[src/rtl/pe_result_drain.sv]
// Result unloader for the systolic PE array: snapshots the full result bus on
// a capture pulse and streams elements out row-major over a valid/ready port.
module pe_result_drain #(
   parameter int M = 10,
   parameter int X = 6,
   parameter int Y = 24,
   localparam int TW = Y * X * M,
   localparam int RW = (X > 1) ? $clog2(X) : 1,
   localparam int CW = (Y > 1) ? $clog2(Y) : 1
) (
   input  logic          clk,
   input  logic          rst,
   input  logic          cap,
   input  logic [TW-1:0] D,
   output logic [M-1:0]  out_data,
   output logic          out_valid,
   input  logic          out_ready,
   output logic [RW-1:0] out_row,
   output logic [CW-1:0] out_col,
   output logic          out_last,
   output logic          busy,
   output logic          ovf,
   output logic          dbg_state
);

   // Handshake: an element moves when out_valid && out_ready on a rising edge;
   // while out_valid is high and out_ready low, every out_* field holds.

   typedef enum logic {
      IDLE   = 1'b0,
      STREAM = 1'b1
   } state_t;

   localparam logic [RW-1:0] ROW_LAST = RW'(X - 1);
   localparam logic [CW-1:0] COL_LAST = CW'(Y - 1);

   state_t          state;
   state_t          state_nx;
   logic [TW-1:0]   snap;
   logic [RW-1:0]   row;
   logic [CW-1:0]   col;
   logic            ovf_q;
   logic            ovf_nx;
   logic            load;
   logic            xfer;
   logic            last_el;

   assign xfer    = (state == STREAM) && out_ready;
   assign last_el = (row == ROW_LAST) && (col == COL_LAST);

   always_comb begin
      state_nx = state;
      load     = 1'b0;
      ovf_nx   = 1'b0;
      case (state)
         IDLE: begin
            if (cap) begin
               load     = 1'b1;
               state_nx = STREAM;
            end
         end
         STREAM: begin
            if (xfer && last_el) begin
               // A capture landing on the final transfer starts the next set
               // without a bubble; otherwise the set is complete.
               if (cap) begin
                  load = 1'b1;
               end else begin
                  state_nx = IDLE;
               end
            end else if (cap) begin
               ovf_nx = 1'b1;
            end
         end
         default: begin
            state_nx = IDLE;
         end
      endcase
   end

   always_ff @(posedge clk or negedge rst) begin
      if (!rst) begin
         state <= IDLE;
         ovf_q <= 1'b0;
      end else begin
         state <= state_nx;
         ovf_q <= ovf_nx;
      end
   end

   always_ff @(posedge clk or negedge rst) begin
      if (!rst) begin
         snap <= '0;
         row  <= '0;
         col  <= '0;
      end else if (load) begin
         snap <= D;
         row  <= '0;
         col  <= '0;
      end else if (xfer) begin
         snap <= snap << M;
         if (col == COL_LAST) begin
            col <= '0;
            row <= (row == ROW_LAST) ? '0 : row + RW'(1);
         end else begin
            col <= col + CW'(1);
         end
      end
   end

   assign out_data  = snap[TW-1 -: M];
   assign out_valid = (state == STREAM);
   assign busy      = (state == STREAM);
   assign out_row   = row;
   assign out_col   = col;
   assign out_last  = (state == STREAM) && last_el;
   assign ovf       = ovf_q;
   assign dbg_state = state;

endmodule

[config.mk]
export PLATFORM = sky130hd
export DESIGN_NAME = pe_result_drain
export DESIGN_NICKNAME = d
export VERILOG_FILES = /design/src/rtl/pe_result_drain.sv
export SDC_FILE = /design/constraint.sdc
export NUM_CORES = 2
export LEC_CHECK = 0
export CAP_MARGIN = 15
export CORE_AREA = 2 2 580 582
export DETAILED_ROUTE_END_ITERATION = 6
export DIE_AREA = 0 0 582 584
export GPL_ROUTABILITY_DRIVEN = 0
export PLACE_DENSITY_LB_ADDON = 0.08
export SLEW_MARGIN = 10
export SYNTH_ARGS = -nofsm -noshare
export SYNTH_HDL_FRONTEND = slang
export SYNTH_SLANG_ARGS = --single-unit
[constraint.sdc]
create_clock -name clk -period 1.8 [get_ports clk]
set_clock_uncertainty 0.15 [all_clocks]
set_input_delay 0.36 -clock clk [delete_from_list [all_inputs] [get_ports clk]]
set_output_delay 0.36 -clock clk [all_outputs]
set_load 0.02 [all_outputs]
After elaboration in Yosys (flattened, before gate mapping)

Index checks and enable logic that the tools add are counted.

Flip-flop bits (word level): 1,450
Input bits: 1,444
Output and inout port bits: 23
Logic and storage cells: 33

Add/sub/neg operators: 2
Equality and inequality tests: 2
Multiplexer cells: 16
Bitwise operators: 1
Reduce and logical (&&, ||, !) cells: 7

Operators by type and width:

| cell                                                          | number |
|---|---|
| 1440-bit 2-to-1 mux                                           | 2 |
| 5-bit 2-to-1 mux                                              | 3 |
| 3-bit 2-to-1 mux                                              | 4 |
| 5-bit by 1-bit adder with 5-bit output, second input constant | 1 |
| 5-bit == test, second input constant                          | 1 |
| 1-bit 2-to-1 mux                                              | 5 |
| 1-bit logical AND                                             | 4 |
| 1-bit case mux with 2 select lines                            | 2 |
| 2-bit nonzero test                                            | 2 |
| 3-bit by 1-bit adder with 3-bit output, second input constant | 1 |
| 3-bit == test, second input constant                          | 1 |
| 2-bit AND reduction                                           | 1 |
| 1-bit inverter                                                | 1 |

Logic depth before layout (Yosys ltp)

Depth after elaboration: 7
Mapped depth: 8
Gate-level depth less buffers: 4

Worst setup path before layout

No wires, ideal clock.

Path type: reg-to-reg
From: reg col[0], in the netlist out_col[0]
To: reg snap[874]
Library setup time: 0.133 ns
Arrival: 1.885 ns
Required time: 1.517 ns
Setup slack: -0.368 ns
Cell stages (with the launch flop): 9
Buffers on the path: 4
Clock period less this slack: 2.168 ns
Cell sequence: dfrtp_1 ha_1 nand4b_4 o31ai_1 buf_2 buf_6 buf_6 buf_6 o221ai_2

Cells in the longest elaborated chain, start to end: 6
Elaborated cells between the ends (all ways): 7
Those cells by class: eq/ne (1); mux (3); reduce/logical (3)

Ends and longest elaborated chain:

| element                                                          | line | RTL |
|---|---|---|
| start: declaration                                               | 41   | `logic [CW-1:0] col;` |
| start signal: assignment                                         | 106  | `col <= col + CW'(1);` |
| 5-bit == test (*)                                                | 49   | `assign last_el = (row == ROW_LAST) && (col == COL_LAST);` |
| 1-bit logical AND (*)                                            | 49   |  |
| 1-bit logical AND (*)                                            | 63   | `if (xfer && last_el) begin` |
| 1-bit 2-to-1 mux (*)                                             | 63   |  |
| 1-bit case mux with 2 select lines (*)                           | 55   | `case (state)` |
| 1440-bit 2-to-1 mux / 2-bit nonzero test (equally long branches) | --   |  |
| end signal: assignment                                           | 101  | `snap <= snap << M;` |
| end: declaration                                                 | 39   | `logic [TW-1:0] snap;` |

Mark *: on every way between the ends. The rest lies on a longest branch, timed or not.
A chain may end at the register's enable or synchronous reset.

Final worst setup path

From: reg col[1], in the netlist out_col[1]
To: out out_last

Cells in the longest elaborated chain, start to end: 3

Ends and longest elaborated chain:

| element           | line | RTL |
|---|---|---|
| 5-bit == test     | 49   |  |
| 1-bit logical AND | 49   |  |
| 1-bit logical AND | 116  | `assign out_last = (state == STREAM) && last_el;` |
| end: declaration  | 20   | `output logic out_last,` |

Every way passes these cells.

==> impl_metrics.py <==
metrics = {
    "power": {
        "power_density_nw_per_um2": 881,
        "power_leakage_nw": 48.4,
        "ir_drop_uv": 730,
    },
    "placed_design": {
        "dp_hpwl_mm": 271,
        "place_area_sq_um": 92900,
        "port_buffers": 1466,
    },
    "finish": {
        "fin_area_sq_um": 115000,
        "fillers": 34700,
        "nets": 11900,
        "utilization": 0.344,
        "drive_gt1_frac": 0.140,
        "syn2layout_area_growth_pct": 65.2,
    },
    "clock_tree": {
        "cts.clk_slew.worst_paths_ns": 0.06,
        "cts_tree": "built",
        "cts_made_buffers": 189,
        "cts-root-buf": "clkbuf_16",
        "cts.path.max_buffers": 4,
        "clk_latency_ns": 0.87,
        "cts_max_level": 4,
        "numClockSinks": 1450,
    },
    "worst_setup_path": {
        "path_cells": "ha_4 > nand4b_4 > nor3_4 > buf_6 > buf_6",
        "worstPathArrival_ns": 2.04,
        "cp-end-kind": "primary output",
        "slowest_delay_ns": 0.38,
        "crit_cells": 5,
        "cp-start-kind": "flip-flop",
        "cpLargestDelayFamily": "flip-flops",
        "crit_fanout": 2,
        "cp_slowest_cell": "dfrtp_2",
        "crit_path_frequent_cell": "buf_6",
        "worstSetupPathType": "flip-flop to primary output",
        "cp.required_ns": 1.29,
        "r2r_cells": 12,
        "crit_buf_inv": 2,
    },
    "timing": {
        "setup_viol": 1466,
        "setup-tns-final_ns": -790.84,
        "max-slew-margin-rel": 0.655,
        "max_freq_ghz": 0.393,
        "finalCritPeriodShare": 1.42,
        "hold_viol_final": 0,
        "rsz0062_at_grt": "yes",
        "final_max_slew_viol_count": 0,
        "setup_slack_ns": -0.747,
        "post-route-min-period_ns": 2.55,
        "tightest_slew_ns": 0.517,
    },
    "routing": {
        "wl_per_cell_um": 24.6,
        "via_count": 68900,
        "drt_iter0_markers": 4374,
        "route.detailed.drc": 0,
        "drt-total-wl_mm": 371,
        "ant_nets": 0,
        "viasPerCell": 4.58,
        "firstDrtPassIters": 6,
    },
    "hold_path": {
        "worst_hold_path_type": "input pin to flip-flop",
        "whs_path_depth": 3,
    },
    "global_route": {
        "antenna_found_initial": 144,
        "grt_pass1_wl_mm": 517,
        "track_usage": 0.205,
        "first_global_vias": 72700,
        "grt_max_degree": 92,
        "overflow": 0,
    },
    "floorplanning": {
        "fp.dieW_um": 582,
        "core_sq_um": 333000,
        "die_h_um": 584,
        "ioPinCount": 1467,
        "start_util": 0.208,
        "rows": 212,
        "die-area_sq_um": 340000,
    },
    "synth": {
        "synth_cells": 7888,
        "synth.distinct_cells": 35,
        "yosysWarnings": 0,
        "synth_top_area_cell": "dfrtp_1",
        "synth_edf_count": 0,
        "synth_seq_cells": 1450,
        "synth_top_area_share": 0.523,
        "synth_nets": 9333,
        "synthesis.area_sq_um": 69300,
        "synth-async-reset-ratio": 1.00,
        "avgSynthCellArea_sq_um": 8.79,
        "ys.flop_type": "dfrtp_1",
        "ys_seq_area_frac": 0.523,
        "ys_top_cells_by_area": "dfrtp_1, o221ai_1, nand2_1",
    },
    "outcome": {
        "outcome": "finished, violations left",
        "violations": "negative setup slack",
    },
    "run": {
        "drv_cap": 0,
    },
}
==> what timing repair did <==
action / in CTS / in global routing
pin swaps: 2 / 6
buffers inserted: 46 / 51
gates cloned: 33 / 70
hold buffers: 915 / 0
endpoints found under the setup margin: 1463 / 1466
hold endpoints to repair: 2360 / 0
gates resized for setup: 181 / 464
==> sequential cells by signal, summed over array words and instances (netlist names) <==
signal / count
ovf: 1
out_row: 3
busy: 1
snap: 1440
out_col: 5
==> cell usage after synthesis, types with 2 or more instances <==
| cell | instances |
|---|---|
| dfrtp_1 | 1450 |
| mux2i_1 | 4 |
| inv_1 | 1433 |
| a22oi_1 | 2 |
| o221ai_1 | 1300 |
| nand2b_1 | 4 |
| o31ai_1 | 2 |
| o21ai_0 | 4 |
| clkbuf_1 | 359 |
| buf_2 | 185 |
| o22ai_1 | 10 |
| buf_6 | 39 |
| nor2_1 | 2 |
| buf_4 | 55 |
| buf_1 | 15 |
| nand3_1 | 2 |
| o221ai_2 | 130 |
| nand2_1 | 2875 |
==> final timing paths <==
kind / from / to / slack, ns
max in group asynchronous: rst / snap[217] / 0.64
max: out_col[1] / out_last / -0.75
max reg2reg: out_col[1] / snap[86] / -0.70
min reg2reg: snap[1125] / snap[1125] / 0.33
min in group asynchronous: rst / snap[1220] / 0.15
min: D[98] / snap[98] / 0.05
==> cell type report <==
type	instances	area (sq um)	share of cell area
multi-input combinational	4352	26900	0.235
clock buffer	293	5700	0.0497
inverter	1433	5380	0.0470
clock inverter	42	498	0.00435
antenna	46	115	0.00100
sequential	1450	36300	0.317
timing repair buffer	3061	34200	0.298
tap	4387	5490	0.0479
==> per-stage QoR <==
stage          cells  setup slack [ns]  power, W  hold WS [ns]
2_1_floorplan   7888            -0.168    0.0484       -0.0856
3_3_place_gp   13600            -0.842    0.0588        0.0837
3_5_place_dp   13600            -0.850    0.0589        0.0894
4_1_cts        14900            -0.851     0.101      0.000150
5_1_grt        15000            -0.863     0.106       0.00777
6_report       15100            -0.747     0.101        0.0531
==> metal layers <==
metal	vias to the layer above	GRT usage	routed length, um
met4	98	0.0480	9140
met5	-	0	640
met1	34700	0.270	162000
met2	1981	0.347	179000
met3	523	0.0384	20100
li1	31600	-	-
==> cell usage in the layout (no fill, tap or decap), types with 2 or more instances in the layout <==
cell type,instances
nand2_1,2875
dfrtp_1,1447
clkdlybuf4s50_1,1441
inv_1,1433
o221ai_1,938
dlygate4sd3_1,915
o221ai_2,481
buf_4,303
clkbuf_16,258
buf_12,220
buf_16,53
clkbuf_1,52
clkbuf_8,47
diode_2,46
buf_6,40
buf_8,24
clkinv_2,20
o221ai_4,11
o22ai_1,10
clkinvlp_4,8
bufinv_16,8
o21ai_0,4
nand2b_1,4
mux2i_1,3
clkinv_8,3
dfrtp_2,3
nor2_1,2
nand3_1,2
a22oi_1,2
inv_16,2
==> worst register-to-register path: stages, from the launching register on <==
cell       delay, ns
dfrtp_2         0.38
ha_4            0.16
nand4b_4        0.14
buf_6           0.15
buf_12          0.11
o31ai_4         0.20
buf_12          0.19
buf_16          0.17
buf_12          0.14
buf_16          0.16
buf_12          0.15
clkbuf_16       0.16
o221ai_2        0.10
==> cells by family (layout without fill, tap and decap cells) <==
logic type	Yosys count	count (layout)	synth area share
compound gates	1453	1453	0.195
fa+ha+maj	1	1	0.000180
buf+inv	2086	4829	0.123
flops	1450	1450	0.523
mux	5	5	0.000740
other cells	0	46	0
simple gates	2893	2893	0.158
==> power by group <==
part | internal [W] | leakage [nW] | switching (W)
combinational | 0.0109 | 26.2 | 0.0107
clock | 0.0228 | 3.03 | 0.0161
sequential | 0.0374 | 19.2 | 0.00303
No activity file was read; power rests on OpenSTA's default activity.
